==> src/rtl/nv_nvdla_cacc_csb_pkg.sv <==
// Shared definitions for the CACC CSB register front-end: FSM states,
// request payload field positions and response payload layout.
package nv_nvdla_cacc_csb_pkg;

  typedef enum logic [1:0] {
    CSB_IDLE = 2'd0,
    CSB_ACC  = 2'd1,
    CSB_RESP = 2'd2
  } csb_state_e;

  localparam int PD_WIDTH       = 63;
  localparam int PD_ADDR_LSB    = 0;
  localparam int PD_ADDR_W      = 22;
  localparam int PD_WDAT_LSB    = 22;
  localparam int PD_WDAT_W      = 32;
  localparam int PD_WRITE_BIT   = 54;
  localparam int PD_NPOSTED_BIT = 55;

  localparam int RESP_WIDTH    = 34;
  localparam int RESP_ERR_BIT  = 32;
  localparam int RESP_TYPE_BIT = 33;

  localparam logic RESP_TYPE_READ  = 1'b0;
  localparam logic RESP_TYPE_WRITE = 1'b1;

  function automatic logic [RESP_WIDTH-1:0] pack_resp(input logic        resp_type,
                                                      input logic        err,
                                                      input logic [31:0] data);
    return {resp_type, err, data};
  endfunction

endpackage

==> src/rtl/nv_nvdla_cacc_csb2reg_if.sv <==
// CSB request/response channel between the CSB master and the CACC
// register front-end.
interface nv_nvdla_cacc_csb2reg_if;
  import nv_nvdla_cacc_csb_pkg::*;

  logic                  csb2cacc_req_pvld;
  logic                  csb2cacc_req_prdy;
  logic [PD_WIDTH-1:0]   csb2cacc_req_pd;
  logic                  cacc2csb_resp_valid;
  logic [RESP_WIDTH-1:0] cacc2csb_resp_pd;

  modport master (
    output csb2cacc_req_pvld,
    output csb2cacc_req_pd,
    input  csb2cacc_req_prdy,
    input  cacc2csb_resp_valid,
    input  cacc2csb_resp_pd
  );

  modport slave (
    input  csb2cacc_req_pvld,
    input  csb2cacc_req_pd,
    output csb2cacc_req_prdy,
    output cacc2csb_resp_valid,
    output cacc2csb_resp_pd
  );

endinterface

==> src/rtl/nv_nvdla_cacc_csb_resp.sv <==
// Response register for the CACC CSB front-end: captures the payload during
// the access cycle and emits a single-cycle response strobe.
module nv_nvdla_cacc_csb_resp
  import nv_nvdla_cacc_csb_pkg::*;
(
  input  logic                  nvdla_core_clk,
  input  logic                  nvdla_core_rstn,
  input  logic                  capture,
  input  logic                  fire,
  input  logic                  is_write,
  input  logic                  err,
  input  logic [31:0]           rd_data,
  output logic                  resp_valid,
  output logic [RESP_WIDTH-1:0] resp_pd
);

  // Payload holds until the next captured access so it is stable while valid is high.
  always_ff @(posedge nvdla_core_clk or negedge nvdla_core_rstn) begin
    if (!nvdla_core_rstn) begin
      resp_valid <= 1'b0;
      resp_pd    <= '0;
    end else begin
      resp_valid <= fire;
      if (capture) begin
        resp_pd <= pack_resp(is_write ? RESP_TYPE_WRITE : RESP_TYPE_READ,
                             err,
                             is_write ? 32'h0 : rd_data);
      end
    end
  end

endmodule

==> src/rtl/nv_nvdla_cacc_csb2reg.sv <==
// CSB slave front-end for the CACC single and dual register groups.
// Optional macro NVDLA_CACC_CSB_ERR_RESP_EN reports out-of-window accesses with error=1.
module nv_nvdla_cacc_csb2reg
  import nv_nvdla_cacc_csb_pkg::*;
#(
  parameter logic [15:0] GRP_BASE   = 16'h9000,
  parameter logic [11:0] SINGLE_TOP = 12'h008
) (
  input  logic                   nvdla_core_clk,
  input  logic                   nvdla_core_rstn,
  nv_nvdla_cacc_csb2reg_if.slave csb,
  output logic [11:0]            reg_offset,
  output logic [31:0]            reg_wr_data,
  output logic                   s_reg_wr_en,
  output logic                   d0_reg_wr_en,
  output logic                   d1_reg_wr_en,
  input  logic [31:0]            s_reg_rd_data,
  input  logic [31:0]            d0_reg_rd_data,
  input  logic [31:0]            d1_reg_rd_data,
  input  logic                   producer
);

  localparam logic [11:0] GRP_PAGE = {8'h00, GRP_BASE[15:12]};

  csb_state_e  state;
  csb_state_e  state_nxt;
  logic        req_prdy;
  logic        accept;
  logic [23:0] byte_addr_q;
  logic        is_write_q;
  logic        nposted_q;
  logic        in_range;
  logic        single_sel;
  logic        need_resp;
  logic        wr_hit;
  logic        resp_err;
  logic        resp_capture;
  logic        resp_fire;
  logic [31:0] rd_data_sel;
  logic        unused_pd_bits;

  assign unused_pd_bits        = ^csb.csb2cacc_req_pd[PD_WIDTH-1:PD_NPOSTED_BIT+1];
  assign accept                = csb.csb2cacc_req_pvld & req_prdy;
  assign csb.csb2cacc_req_prdy = req_prdy;

  always_ff @(posedge nvdla_core_clk or negedge nvdla_core_rstn) begin
    if (!nvdla_core_rstn) begin
      state <= CSB_IDLE;
    end else begin
      state <= state_nxt;
    end
  end

  always_ff @(posedge nvdla_core_clk or negedge nvdla_core_rstn) begin
    if (!nvdla_core_rstn) begin
      byte_addr_q <= '0;
      reg_wr_data <= '0;
      is_write_q  <= 1'b0;
      nposted_q   <= 1'b0;
    end else if (accept) begin
      byte_addr_q <= {csb.csb2cacc_req_pd[PD_ADDR_LSB +: PD_ADDR_W], 2'b00};
      reg_wr_data <= csb.csb2cacc_req_pd[PD_WDAT_LSB +: PD_WDAT_W];
      is_write_q  <= csb.csb2cacc_req_pd[PD_WRITE_BIT];
      nposted_q   <= csb.csb2cacc_req_pd[PD_NPOSTED_BIT];
    end
  end

  // A 22-bit word address gives a 24-bit byte address, so bits [31:24] are zero by construction.
  assign reg_offset   = byte_addr_q[11:0];
  assign in_range     = (byte_addr_q[23:12] == GRP_PAGE);
  assign single_sel   = (reg_offset < SINGLE_TOP);
  assign need_resp    = ~is_write_q | nposted_q;
  assign wr_hit       = (state == CSB_ACC) & is_write_q & in_range;
  assign resp_capture = (state == CSB_ACC) & need_resp;
  assign resp_fire    = (state == CSB_RESP);

  // producer is used live here, so the ACC-cycle value steers both writes and read capture.
  always_comb begin
    s_reg_wr_en  = 1'b0;
    d0_reg_wr_en = 1'b0;
    d1_reg_wr_en = 1'b0;
    rd_data_sel  = '0;
    if (in_range) begin
      if (single_sel) begin
        rd_data_sel = s_reg_rd_data;
      end else if (producer) begin
        rd_data_sel = d1_reg_rd_data;
      end else begin
        rd_data_sel = d0_reg_rd_data;
      end
    end
    if (wr_hit) begin
      if (single_sel) begin
        s_reg_wr_en = 1'b1;
      end else if (producer) begin
        d1_reg_wr_en = 1'b1;
      end else begin
        d0_reg_wr_en = 1'b1;
      end
    end
  end

`ifdef NVDLA_CACC_CSB_ERR_RESP_EN
  assign resp_err = ~in_range;
`else
  assign resp_err = 1'b0;
`endif

  always_comb begin
    state_nxt = state;
    req_prdy  = 1'b0;
    case (state)
      CSB_IDLE: begin
        req_prdy = 1'b1;
        if (csb.csb2cacc_req_pvld) begin
          state_nxt = CSB_ACC;
        end
      end
      CSB_ACC:  state_nxt = need_resp ? CSB_RESP : CSB_IDLE;
      CSB_RESP: state_nxt = CSB_IDLE;
      default:  state_nxt = CSB_IDLE;
    endcase
  end

  nv_nvdla_cacc_csb_resp u_resp (
    .nvdla_core_clk  (nvdla_core_clk),
    .nvdla_core_rstn (nvdla_core_rstn),
    .capture         (resp_capture),
    .fire            (resp_fire),
    .is_write        (is_write_q),
    .err             (resp_err),
    .rd_data         (rd_data_sel),
    .resp_valid      (csb.cacc2csb_resp_valid),
    .resp_pd         (csb.cacc2csb_resp_pd)
  );

endmodule

==> src/flat_wrapper.sv <==
// flat-port wrapper written by rule: the top's interface ports become plain ports
module nv_nvdla_cacc_csb2reg_flat import nv_nvdla_cacc_csb_pkg::*;
#(
  parameter logic [15:0] GRP_BASE   = 16'h9000,
  parameter logic [11:0] SINGLE_TOP = 12'h008
)
  (nvdla_core_clk, nvdla_core_rstn, reg_offset, reg_wr_data, s_reg_wr_en, d0_reg_wr_en, d1_reg_wr_en, s_reg_rd_data, d0_reg_rd_data, d1_reg_rd_data, producer, csb_csb2cacc_req_pvld, csb_csb2cacc_req_pd, csb_csb2cacc_req_prdy, csb_cacc2csb_resp_valid, csb_cacc2csb_resp_pd);
  nv_nvdla_cacc_csb2reg_if csb_i ();
  input  logic nvdla_core_clk;
  input  logic nvdla_core_rstn;
  output logic [11:0] reg_offset;
  output logic [31:0] reg_wr_data;
  output logic s_reg_wr_en;
  output logic d0_reg_wr_en;
  output logic d1_reg_wr_en;
  input  logic [31:0] s_reg_rd_data;
  input  logic [31:0] d0_reg_rd_data;
  input  logic [31:0] d1_reg_rd_data;
  input  logic producer;
  input wire logic [$bits(csb_i.csb2cacc_req_pvld)-1:0] csb_csb2cacc_req_pvld;
  input wire logic [$bits(csb_i.csb2cacc_req_pd)-1:0] csb_csb2cacc_req_pd;
  output wire logic [$bits(csb_i.csb2cacc_req_prdy)-1:0] csb_csb2cacc_req_prdy;
  output wire logic [$bits(csb_i.cacc2csb_resp_valid)-1:0] csb_cacc2csb_resp_valid;
  output wire logic [$bits(csb_i.cacc2csb_resp_pd)-1:0] csb_cacc2csb_resp_pd;
  assign csb_i.csb2cacc_req_pvld = csb_csb2cacc_req_pvld;
  assign csb_i.csb2cacc_req_pd = csb_csb2cacc_req_pd;
  assign csb_csb2cacc_req_prdy = csb_i.csb2cacc_req_prdy;
  assign csb_cacc2csb_resp_valid = csb_i.cacc2csb_resp_valid;
  assign csb_cacc2csb_resp_pd = csb_i.cacc2csb_resp_pd;
  nv_nvdla_cacc_csb2reg #(.GRP_BASE(GRP_BASE), .SINGLE_TOP(SINGLE_TOP)) u_core (.nvdla_core_clk(nvdla_core_clk), .nvdla_core_rstn(nvdla_core_rstn), .csb(csb_i), .reg_offset(reg_offset), .reg_wr_data(reg_wr_data), .s_reg_wr_en(s_reg_wr_en), .d0_reg_wr_en(d0_reg_wr_en), .d1_reg_wr_en(d1_reg_wr_en), .s_reg_rd_data(s_reg_rd_data), .d0_reg_rd_data(d0_reg_rd_data), .d1_reg_rd_data(d1_reg_rd_data), .producer(producer));
endmodule
==> config.mk <==
export PLATFORM = sky130hd
export DESIGN_NAME = nv_nvdla_cacc_csb2reg_flat
export DESIGN_NICKNAME = d
export VERILOG_FILES = /design/src/rtl/nv_nvdla_cacc_csb_pkg.sv /design/src/rtl/nv_nvdla_cacc_csb2reg_if.sv /design/src/rtl/nv_nvdla_cacc_csb_resp.sv /design/src/rtl/nv_nvdla_cacc_csb2reg.sv /design/src/flat_wrapper.sv
export SDC_FILE = /design/constraint.sdc
export NUM_CORES = 1
export LEC_CHECK = 0
export CAP_MARGIN = 5
export CORE_MARGIN = 2
export CORE_UTILIZATION = 43
export CTS_CLUSTER_SIZE = 28
export DETAILED_ROUTE_END_ITERATION = 8
export GPL_ROUTABILITY_DRIVEN = 1
export PLACE_DENSITY = 0.87
export SLEW_MARGIN = 25
export SYNTH_ARGS = -nofsm -noshare
export SYNTH_HDL_FRONTEND = slang
export SYNTH_SLANG_ARGS = --single-unit
==> constraint.sdc <==
create_clock -name nvdla_core_clk -period 3.81 [get_ports nvdla_core_clk]
set_input_delay 0.762 -clock nvdla_core_clk [delete_from_list [all_inputs] [get_ports nvdla_core_clk]]
set_output_delay 0.762 -clock nvdla_core_clk [all_outputs]
set_load 0.005 [all_outputs]
# == Word level (Yosys, flattened, before mapping) ==
# Cells that the tools add are included.
# word_totals
reg_bits,92
input_bits,163
word_cells,36
# classes
magnitude_cmp,1
n_eq_ne,4
mux,17
bitwise,6
n_reduce_logical,1
# ops
op,n
2-to-1 mux 32 bit,4
== test 12 x 4 -> 1 bit (second input constant),1
less-than comparator 12 x 4 -> 1 bit (second input constant),1
2-to-1 mux 1 bit,10
AND 1 bit,4
2-to-1 mux 2 bit,2
case mux 2 bit (2 select lines),1
== test 2 x 1 -> 1 bit (second input constant),1
== test 2 bit (second input constant),1
zero test 2 bit,1
inequality test 2 bit (second input constant),1
NOT 1 bit,1
OR 1 bit,1

# == Logic depth before layout (Yosys ltp) ==
# Gate-level depths: netlist of the first run.
# depth
word_depth,4
ltp_mapped,7

# == Hierarchy ==
# From an unflattened synthesis of the first run, not the netlist that was laid out.
# unflattened
hier_cells,414
hier_area_um2,4938.5
# by_module_without_submodules
module,n_inst,cells_per_inst,area_each_um2,seq_area_each_um2
nv_nvdla_cacc_csb2reg,1,271,3397.0,1451.4
nv_nvdla_cacc_csb_resp,1,143,1541.5,875.8

# == Worst setup path before layout of the first run ==
# Ideal clock, no wire load.
# synth_path
kind,input -> output
start,input producer
end,output d1_reg_wr_en
arrival_ns,1.427
required_time_ns,3.048
setup_slack_ns,1.621
path_stages,4
cell_sequence,clkbuf_2 > buf_6 > clkbuf_8 > nor3b_1
# synth_via
elab_chain_len,3
# synth_rtl
item,line,rtl
"start, declared",flat_wrapper.sv:19,input logic producer;
2-to-1 mux 1 bit,nv_nvdla_cacc_csb2reg.sv:95,end else if (producer) begin
2-to-1 mux 1 bit,nv_nvdla_cacc_csb2reg.sv:93,if (single_sel) begin
2-to-1 mux 1 bit,nv_nvdla_cacc_csb2reg.sv:92,if (wr_hit) begin
"end, declared",flat_wrapper.sv:15,output logic d1_reg_wr_en;
# Every way passes these cells.

# == Worst setup path in the final report of the first run ==
# layout_path
start,register u_core.state[1]
end,output d1_reg_wr_en
# layout_via
elab_chain_len,4
# layout_rtl
item,line,rtl
"start, declared",nv_nvdla_cacc_csb2reg.sv:25,csb_state_e state;
"start signal, assigned",nv_nvdla_cacc_csb2reg.sv:50,state <= state_nxt;
== test 2 x 1 -> 1 bit,nv_nvdla_cacc_csb2reg.sv:73,assign wr_hit = (state == CSB_ACC) & is_write_q & in_range;
AND 1 bit (2 in a row),nv_nvdla_cacc_csb2reg.sv:73,
2-to-1 mux 1 bit,nv_nvdla_cacc_csb2reg.sv:92,
# Every way passes these cells.

==> results of run 1 <==
## routing by layer
metal | vias to the layer above | share of wire (%) | global-route usage (%)
met4 | 0 | 2.3 | 8.163
met5 | - | 0 | 0
met2 | 154 | 50 | 37.70
li1 | 1733 | - | -
met3 | 22 | 8.3 | 5.993
met1 | 1746 | 39 | 26.00
## worst max path at each step
stage	slack [ps]	to	start	depth (start not counted)
finish	800	d1_reg_wr_en	u_core.state[1]$_DFFE_PN0P_	5
global route	610	d1_reg_wr_en	u_core.state[1]$_DFFE_PN0P_	5
CTS	760	d1_reg_wr_en	u_core.state[1]$_DFFE_PN0P_	5
detailed placement	1160	d1_reg_wr_en	u_core.byte_addr_q[21]$_DFFE_PN0P_	5
global placement	1170	d1_reg_wr_en	u_core.byte_addr_q[21]$_DFFE_PN0P_	5
floorplan	1620	d1_reg_wr_en	producer	4
## final cells by class
class | count | area, um^2 | share of cell area (%)
clock buffers | 10 | 137.6 | 1.976
clock inverters | 6 | 40.04 | 0.5748
inverters | 2 | 7.507 | 0.1078
multi-input cells | 242 | 1911 | 27.43
flip-flops and latches | 92 | 2302 | 33.05
well taps | 136 | 170.2 | 2.443
repair buffers | 242 | 2397 | 34.42
## placed cells by master, fill, tap and decap left out, types with 2 or more instances in the layout
master / n
a211oi_1: 32
a21oi_1: 2
and2b_2: 19
buf_4: 8
clkbuf_8: 10
clkdlybuf4s50_1: 233
clkinv_2: 3
clkinv_4: 2
conb_1: 3
dfrtp_1: 92
inv_1: 2
mux2_2: 55
nand2_1: 34
nand3_1: 2
nor2_1: 35
nor2b_1: 14
nor3_1: 2
nor4_2: 2
o31ai_1: 4
o31ai_2: 28
## cells by family (layout without fill, tap and decap cells)
family                 Yosys count  in the layout  synth area share (%)
AND/OR/NAND/NOR                116            116                 13.83
flip-flops                      92             92                 50.19
AO/OA/AOI/OAI                   68             68                 13.97
multiplexers                    55             55                 13.50
buffers and inverters           42            260                 8.429
other                            1              3               0.08175
## state kept, by name (all words and copies together), names as in the netlist
signal,flops
u_core.nposted_q,1
u_core.u_resp.resp_pd,33
u_core.state,2
u_core.is_write_q,1
u_core.reg_wr_data,32
u_core.u_resp.resp_valid,1
u_core.byte_addr_q,22
## power by group
| part | total (mW) | switching, mW | leakage, nW | internal (mW) |
|---|---|---|---|---|
| logic | 1.14 | 0.379 | 1.61 | 0.759 |
| clock network | 0.605 | 0.351 | 0.0920 | 0.254 |
| registers | 1.41 | 0.162 | 1.15 | 1.25 |
| total | 3.15 | 0.892 | 2.85 | 2.26 |
## worst register-to-register path, cell delays in order (launching register included)
cell and delay, ps:
dfrtp_1 400, nor4_1 270, nand2_1 110, nand4b_4 660, o31ai_1 470
## through the flow
step	setup slack, ps	util (%)
6_report	801.4	67.47
5_1_grt	614.3	67.47
4_1_cts	758.7	67.47
3_5_place_dp	1162	65.75
3_3_place_gp	1170	65.75
2_1_floorplan	1621	-
==> flow_summary.ini, run 1 <==
[run_status]
status = finished clean

[layout]
final_area_mm2 = 0.006965
areaGrowthSynthToFinish_pct = 51.85
layout-drive-gt1-share_pct = 22.56
fin_nets = 752
nFillCells = 788
final_cells = 730
diodes = 0

[synthesis]
synth_edf_count = 0
synth_warnings = 0
yosys-top-cells-area = dfrtp_1 50%, mux2_2 14%, o31ai_2 7.6%, a211oi_1 5.2%, and2b_2 3.6%
yosysSeqAreaShare_pct = 50.19
synth_cell_types = 33
synthMostInstantiatedCell = dfrtp_1
synthFlopType = dfrtp_1
synthTopCellsByCount = 92 x dfrtp_1, 55 x mux2_2, 35 x nor2_1, 34 x nand2_1, 32 x a211oi_1
syn_area_per_cell_um2 = 12.26
synth-seq-cells = 92
synth_top_area_share_pct = 50.19
synth_top_area_cell = dfrtp_1
synthCells = 374
syn_area_mm2 = 0.004587
async_reset_ff_share_pct = 100.0

[clock_network]
clock-sinks = 92
insertion_delay_ps = 360
cts_root_buf = clkbuf_8
cts_tree = yes
holdBufCountCts = 0
post_cts_resized = 0
path_clk_slew_ps = 100
cts_setup_buffers = 0
cts_max_level = 3
cts_buffers = 9
clock_path_buffers = 2

[placement]
dpl_cell_area_mm2 = 0.006788
hpwl_mm = 9.274
place_congestion = 0.7683
dp_cells = 714
portBuffers = 235

[global_route]
grt_pass1_wl_mm = 19.46
gr-total-overflow = 0
antenna_found_initial = 0
grt_pass1_vias = 3886
grtUsageTotal_pct = 21.86
grt_max_degree = 57

[critical_path]
crit_type = register to output port
arrival_ps = 2250
critPathBufInv = 1
critPathSlowestCell = clkdlybuf4s50_1
crit_family = simple AND/OR/NAND/NOR gates
critPathLaunchType = register
worstRegToRegCells = 4
r2r-start = u_core.byte_addr_q[21]$_DFFE_PN0P_
crit_path_max_incr_delay_ps = 550
path_cells = and2b_1 -> nand3_1 -> or2_2 -> nor3b_1 -> clkdlybuf4s50_1
r2r_end = u_core.u_resp.resp_pd[0]$_DFFE_PN0P_
cp-end-kind = output port
cp_max_fo = 5
r2r_setup_slack_ps = 1790
worstPathRequired_ps = 3050

[hold_path]
hold_class = input pin to async pin

[die]
die_y_um = 107.3
dieArea_mm2 = 0.01151
coreArea_mm2 = 0.01032
ios = 246
die_w_um = 107.3
num_rows = 37
start_util_pct = 44.43

[sta]
max_freq_mhz = 332.4
maxSlewViolCount = 0
relSlewSlack_pct = 49.83
setup_viol = 0
timing.final.crit_share_pct = 78.97
rsz0062_at_grt = no
whs_ps = 402.2
fin_skew_ps = 12.35
setup_tns_ps = 0
tightest_slew_ps = 752.4
hold_viol = 0
post-route-min-period_ps = 3009

[power_and_ir_drop]
p_per_area_mw_per_mm2 = 452.9
finalPower_mw = 3.155
ir_drop_mv = 0.3571
power.leakage_nw = 2.852

[detailed_routing]
drc = 0
viasPerCell = 5.007
wl_per_cell_um = 17.08
routed_wl_mm = 12.47
firstDrtPassIters = 4
ant_nets = 0
num_vias = 3655
drt_iter0_markers = 200

[job]
drv_cap = 0
No activity file was read; power rests on OpenSTA's default activity.
==> run 2: changes to the inputs <==
CORE_UTILIZATION = 40   (was 43)
PLACE_DENSITY = 0.82   (was 0.87)
clock period = 3.1 ns   (was 3.81 ns; I/O delays follow)
==> run 2 against run 1 <==
Critical path depth stayed put; global-route usage fell by 1.2 points; hold slack lost 180 ps; critical path type unchanged.
==> flow_summary.ini, run 2 (same netlist as run 1, synthesis figures left out) <==
[sta]
post-route-min-period_ps = 2828
relSlewSlack_pct = 49.72
rsz0062_at_grt = no
tightest_slew_ps = 754.2
hold_viol = 0
fin_skew_ps = 7.357
setup_viol = 0
max_freq_mhz = 353.6
setup_tns_ps = 0
timing.final.crit_share_pct = 91.23
maxSlewViolCount = 0

[clock_network]
cts_root_buf = clkbuf_16
cts_max_level = 3
holdBufCountCts = 0
path_clk_slew_ps = 60
clock_path_buffers = 2
insertion_delay_ps = 320
cts_tree = yes
post_cts_resized = 0
cts_buffers = 9
clock-sinks = 92
cts_setup_buffers = 0

[placement]
hpwl_mm = 9.402
portBuffers = 235
place_congestion = 0.8750
dpl_cell_area_mm2 = 0.006814

[layout]
nFillCells = 945
final_area_mm2 = 0.007083
final_cell_mix = 233 x clkdlybuf4s50_1, 92 x dfrtp_1, 55 x mux2_2, 35 x nor2_1, 34 x nand2_1
final_common_cell = clkdlybuf4s50_1
top_regs = u_core.u_resp.resp_pd: 33 flops, u_core.reg_wr_data: 32 flops, u_core.byte_addr_q: 22 flops
diodes = 0
layout-drive-gt1-share_pct = 22.13
areaGrowthSynthToFinish_pct = 54.42
regMostFlops = u_core.u_resp.resp_pd
fin_nets = 751
largest_register_ffs = 33

[detailed_routing]
drc = 0
wl_per_cell_um = 17.10
num_vias = 3663
ant_nets = 0
viasPerCell = 4.984
drt_iter0_markers = 202
routed_wl_mm = 12.57
firstDrtPassIters = 4

[power_and_ir_drop]
power.leakage_nw = 2.895
ir_drop_mv = 0.3908
finalPower_mw = 4.140
p_per_area_mw_per_mm2 = 584.5

[die]
num_rows = 39
ios = 246
dieArea_mm2 = 0.01234
start_util_pct = 40.52
die_w_um = 111.1
die_y_um = 111.1
coreArea_mm2 = 0.01132

[global_route]
gr-total-overflow = 0
grtUsageTotal_pct = 20.68
antenna_found_initial = 0
grt_max_degree = 65
grt_pass1_wl_mm = 20.54
grt_pass1_vias = 3897

[critical_path]
arrival_ps = 2210
cp_max_fo = 3
crit_type = register to output port
critPathSlowestCell = clkdlybuf4s50_1
crit_path_max_incr_delay_ps = 540
critPathLaunchType = register
worstPathRequired_ps = 2480
cp-end-kind = output port
path_cells = nor4_1 -> nand2_1 -> or2_2 -> nor3b_1 -> clkdlybuf4s50_1

[run_status]
status = finished clean

[job]
drv_cap = 0

[hold_path]
hold_class = input pin to async pin
run 2: changes by cell type in the layout (fill, tap and decap cells not counted):
cell | previous run | this run
clkbuf_16 | 0 | 9
clkbuf_1 | 0 | 1
clkinv_2 | 3 | 2
clkinv_4 | 2 | 1
buf_12 | 0 | 2
buf_4 | 8 | 5
clkbuf_8 | 10 | 1
run 2: layout make-up:
cell class              count  area (um^2)  area share (%)
repair buffers            241         2415           34.09
flip-flops and latches     92         2302           32.50
multi-input cells         242         1911           26.97
clock buffers              11        242.7           3.427
well taps                 143        178.9           2.526
clock inverters             4        26.28          0.3710
inverters                   2        7.507          0.1060
run 2: worst paths after layout:
kind	slack, ps	startpoint	depth (start not counted)	to
worst max-delay path	270	u_core.byte_addr_q[21]$_DFFE_PN0P_	5	d1_reg_wr_en
worst min-delay path	220	nvdla_core_rstn	1	u_core.u_resp.resp_pd[8]$_DFFE_PN0P_
worst max register to register	1030	u_core.byte_addr_q[21]$_DFFE_PN0P_	4	u_core.u_resp.resp_pd[10]$_DFFE_PN0P_
worst min register to register	450	u_core.state[0]$_DFFE_PN0P_	1	u_core.u_resp.resp_valid$_DFF_PN0_
max in group asynchronous	2180	nvdla_core_rstn	2	u_core.byte_addr_q[4]$_DFFE_PN0P_
min in group nvdla_core_clk	450	u_core.state[0]$_DFFE_PN0P_	1	u_core.u_resp.resp_valid$_DFF_PN0_
run 2: power by group:
part	total (mW)	switching [mW]	internal (mW)
sequential	1.73	0.191	1.54
clock	1.00	0.441	0.560
combinational	1.41	0.467	0.942
run 2: critical path, delay by kind of cell (launching register included):
family,cells,cell delay (ps)
buffers and inverters,1,540
DFF,1,370
and+or+nand+nor,4,970
run 2: per-stage QoR:
step           util [%]  setup WS, ps  std cells  hold WS (ps)
3_3_place_gp      60.19         617.1        720         430.9
2_1_floorplan         -          1195        376         324.4
6_report          62.57         272.0        735         219.9
5_1_grt           62.57         92.08        735         237.2
4_1_cts           62.57         232.2        735         224.1
3_5_place_dp      60.19         616.1        720         444.8
run 2: per-layer routing:
layer / up-vias / GRT usage (%) / share of wire, %
li1: 1728 / - / -
met1: 1770 / 24.20 / 39
met2: 145 / 36.24 / 51
met3: 20 / 6.288 / 7.7
met4: 0 / 6.914 / 1.9
met5: - / 0 / 0
==> run 3: changes to the inputs <==
CORE_MARGIN = default   (was 2)
GPL_ROUTABILITY_DRIVEN = 0   (was 1)
REMOVE_ABC_BUFFERS = 1   (was default)
==> run 3 against run 2 <==
Sequential share of layout area down 0.15 points; maximum frequency down 2.5%; combinational power about the same; hold slack better by 56 ps.
==> flow_summary.ini, run 3 (same netlist as run 1, synthesis figures left out) <==
[placement]
dp_cells = 719
portBuffers = 235
hpwl_mm = 9.185
dpl_cell_area_mm2 = 0.006813

[critical_path]
crit_family = simple AND/OR/NAND/NOR gates
path_cells = nor4_1 -> nand2_1 -> or2_2 -> nor3_1 -> clkdlybuf4s50_1
cp-end-kind = output port
crit_type = register to output port
critPathLaunchType = register
crit_path_max_incr_delay_ps = 540
worstPathRequired_ps = 2480
critPathBufInv = 1
cp_max_fo = 3
critPathSlowestCell = clkdlybuf4s50_1
arrival_ps = 2280

[detailed_routing]
wl_met1_mm = 4.492
num_vias = 3657
highest_layer = met4
wl_met2_mm = 6.074
viasPerCell = 4.976
firstDrtPassIters = 4
ant_nets = 0
drc = 0
drt_iter0_markers = 112
routed-wl-met3_mm = 1.215
wl_per_cell_um = 16.23
routed_wl_mm = 11.93

[layout]
final_cell_mix = 233 x clkdlybuf4s50_1, 92 x dfrtp_1, 55 x mux2_2, 35 x nor2_1, 34 x nand2_1
final_common_cell = clkdlybuf4s50_1
final_area_mm2 = 0.007116
largest_register_ffs = 33
layout-drive-gt1-share_pct = 22.52
areaGrowthSynthToFinish_pct = 55.13
fin_nets = 753
regMostFlops = u_core.u_resp.resp_pd
diodes = 0
final_cells = 735
top_regs = u_core.u_resp.resp_pd: 33 flops, u_core.reg_wr_data: 32 flops, u_core.byte_addr_q: 22 flops

[clock_network]
cts_tree = yes
path_clk_slew_ps = 60
holdBufCountCts = 0
cts_max_level = 3
clock-sinks = 92
cts_root_buf = clkbuf_16
post_cts_resized = 0
clock_path_buffers = 2
cts_buffers = 9
cts_setup_buffers = 0
insertion_delay_ps = 340

[global_route]
gr-total-overflow = 0
antenna_found_initial = 0
grt_pass1_vias = 3691
grt_pass1_wl_mm = 17.88
grt_max_degree = 65
grtUsageTotal_pct = 20.03

[sta]
rsz0062_at_grt = no
setup_tns_ps = 0
relSlewSlack_pct = 50.65
tightest_slew_ps = 739.1
timing.final.crit_share_pct = 93.61
maxSlewViolCount = 0
hold_viol = 0
setup_viol = 0
max_freq_mhz = 344.6
fin_skew_ps = 9.382
post-route-min-period_ps = 2902

[job]
drv_cap = 0

[die]
start_util_pct = 41.76
num_rows = 38
ios = 246
die_w_um = 109.1
die_y_um = 109.1
dieArea_mm2 = 0.01190
coreArea_mm2 = 0.01098

[power_and_ir_drop]
ir_drop_mv = 0.3634
p_per_area_mw_per_mm2 = 593.9
power.leakage_nw = 2.916

[run_status]
status = finished clean

[hold_path]
hold_class = input pin to async pin
run 3: cell count changes in the layout (fill, tap and decap cells not counted), sizes merged:
cell,delta
buf,+2
bufinv,+1
clkinv,-1
inv,+1
run 3: cell type report:
cell class	instances	area, um^2
repair buffers	243	2417
inverters	2	7.507
flip-flops and latches	92	2302
clock buffers	11	242.7
well taps	140	175.2
clock inverters	5	60.06
multi-input cells	242	1911
fillers	861	3867
run 3: through the flow:
step	util (%)	hold WS [ps]	worst slack, ps	power, mW
floorplan	-	324.4	591.6	2.260
global placement	62.03	427.7	568.7	3.111
detailed placement	62.03	437.8	536.7	3.181
CTS	64.79	287.5	167.7	4.288
global route	64.79	312.0	137.8	4.466
finish	64.79	275.7	198.2	4.226
run 3: worst reg2reg max path: stages (launching register included):
cell and delay, ps:
dfrtp_1 390, nor4_1 330, nand2_1 110, nand4b_4 670, o31ai_2 460
run 3: report_power, final:
part	internal (mW)	switching (mW)
clock network	0.650	0.446
logic	0.941	0.458
registers	1.54	0.193
total	3.13	1.10
run 3: routing by layer:
metal | track usage (%) | vias to the layer above
met2 | 36.66 | 169
li1 | - | 1730
met1 | 21.83 | 1747
met3 | 5.918 | 11
met4 | 6.853 | 0
met5 | 0 | -
run 3: worst paths after layout:
check	to	start	slack, ps	cells past startpoint
max	d0_reg_wr_en	u_core.byte_addr_q[21]$_DFFE_PN0P_	200	5
max reg2reg	u_core.u_resp.resp_pd[18]$_DFFE_PN0P_	u_core.byte_addr_q[21]$_DFFE_PN0P_	1040	4
min	u_core.reg_wr_data[4]$_DFFE_PN0P_	nvdla_core_rstn	280	1
max in group asynchronous	u_core.u_resp.resp_pd[0]$_DFFE_PN0P_	nvdla_core_rstn	2080	2
min reg2reg	u_core.u_resp.resp_valid$_DFF_PN0_	u_core.state[0]$_DFFE_PN0P_	440	1
min in group nvdla_core_clk	u_core.u_resp.resp_valid$_DFF_PN0_	u_core.state[0]$_DFFE_PN0P_	440	1
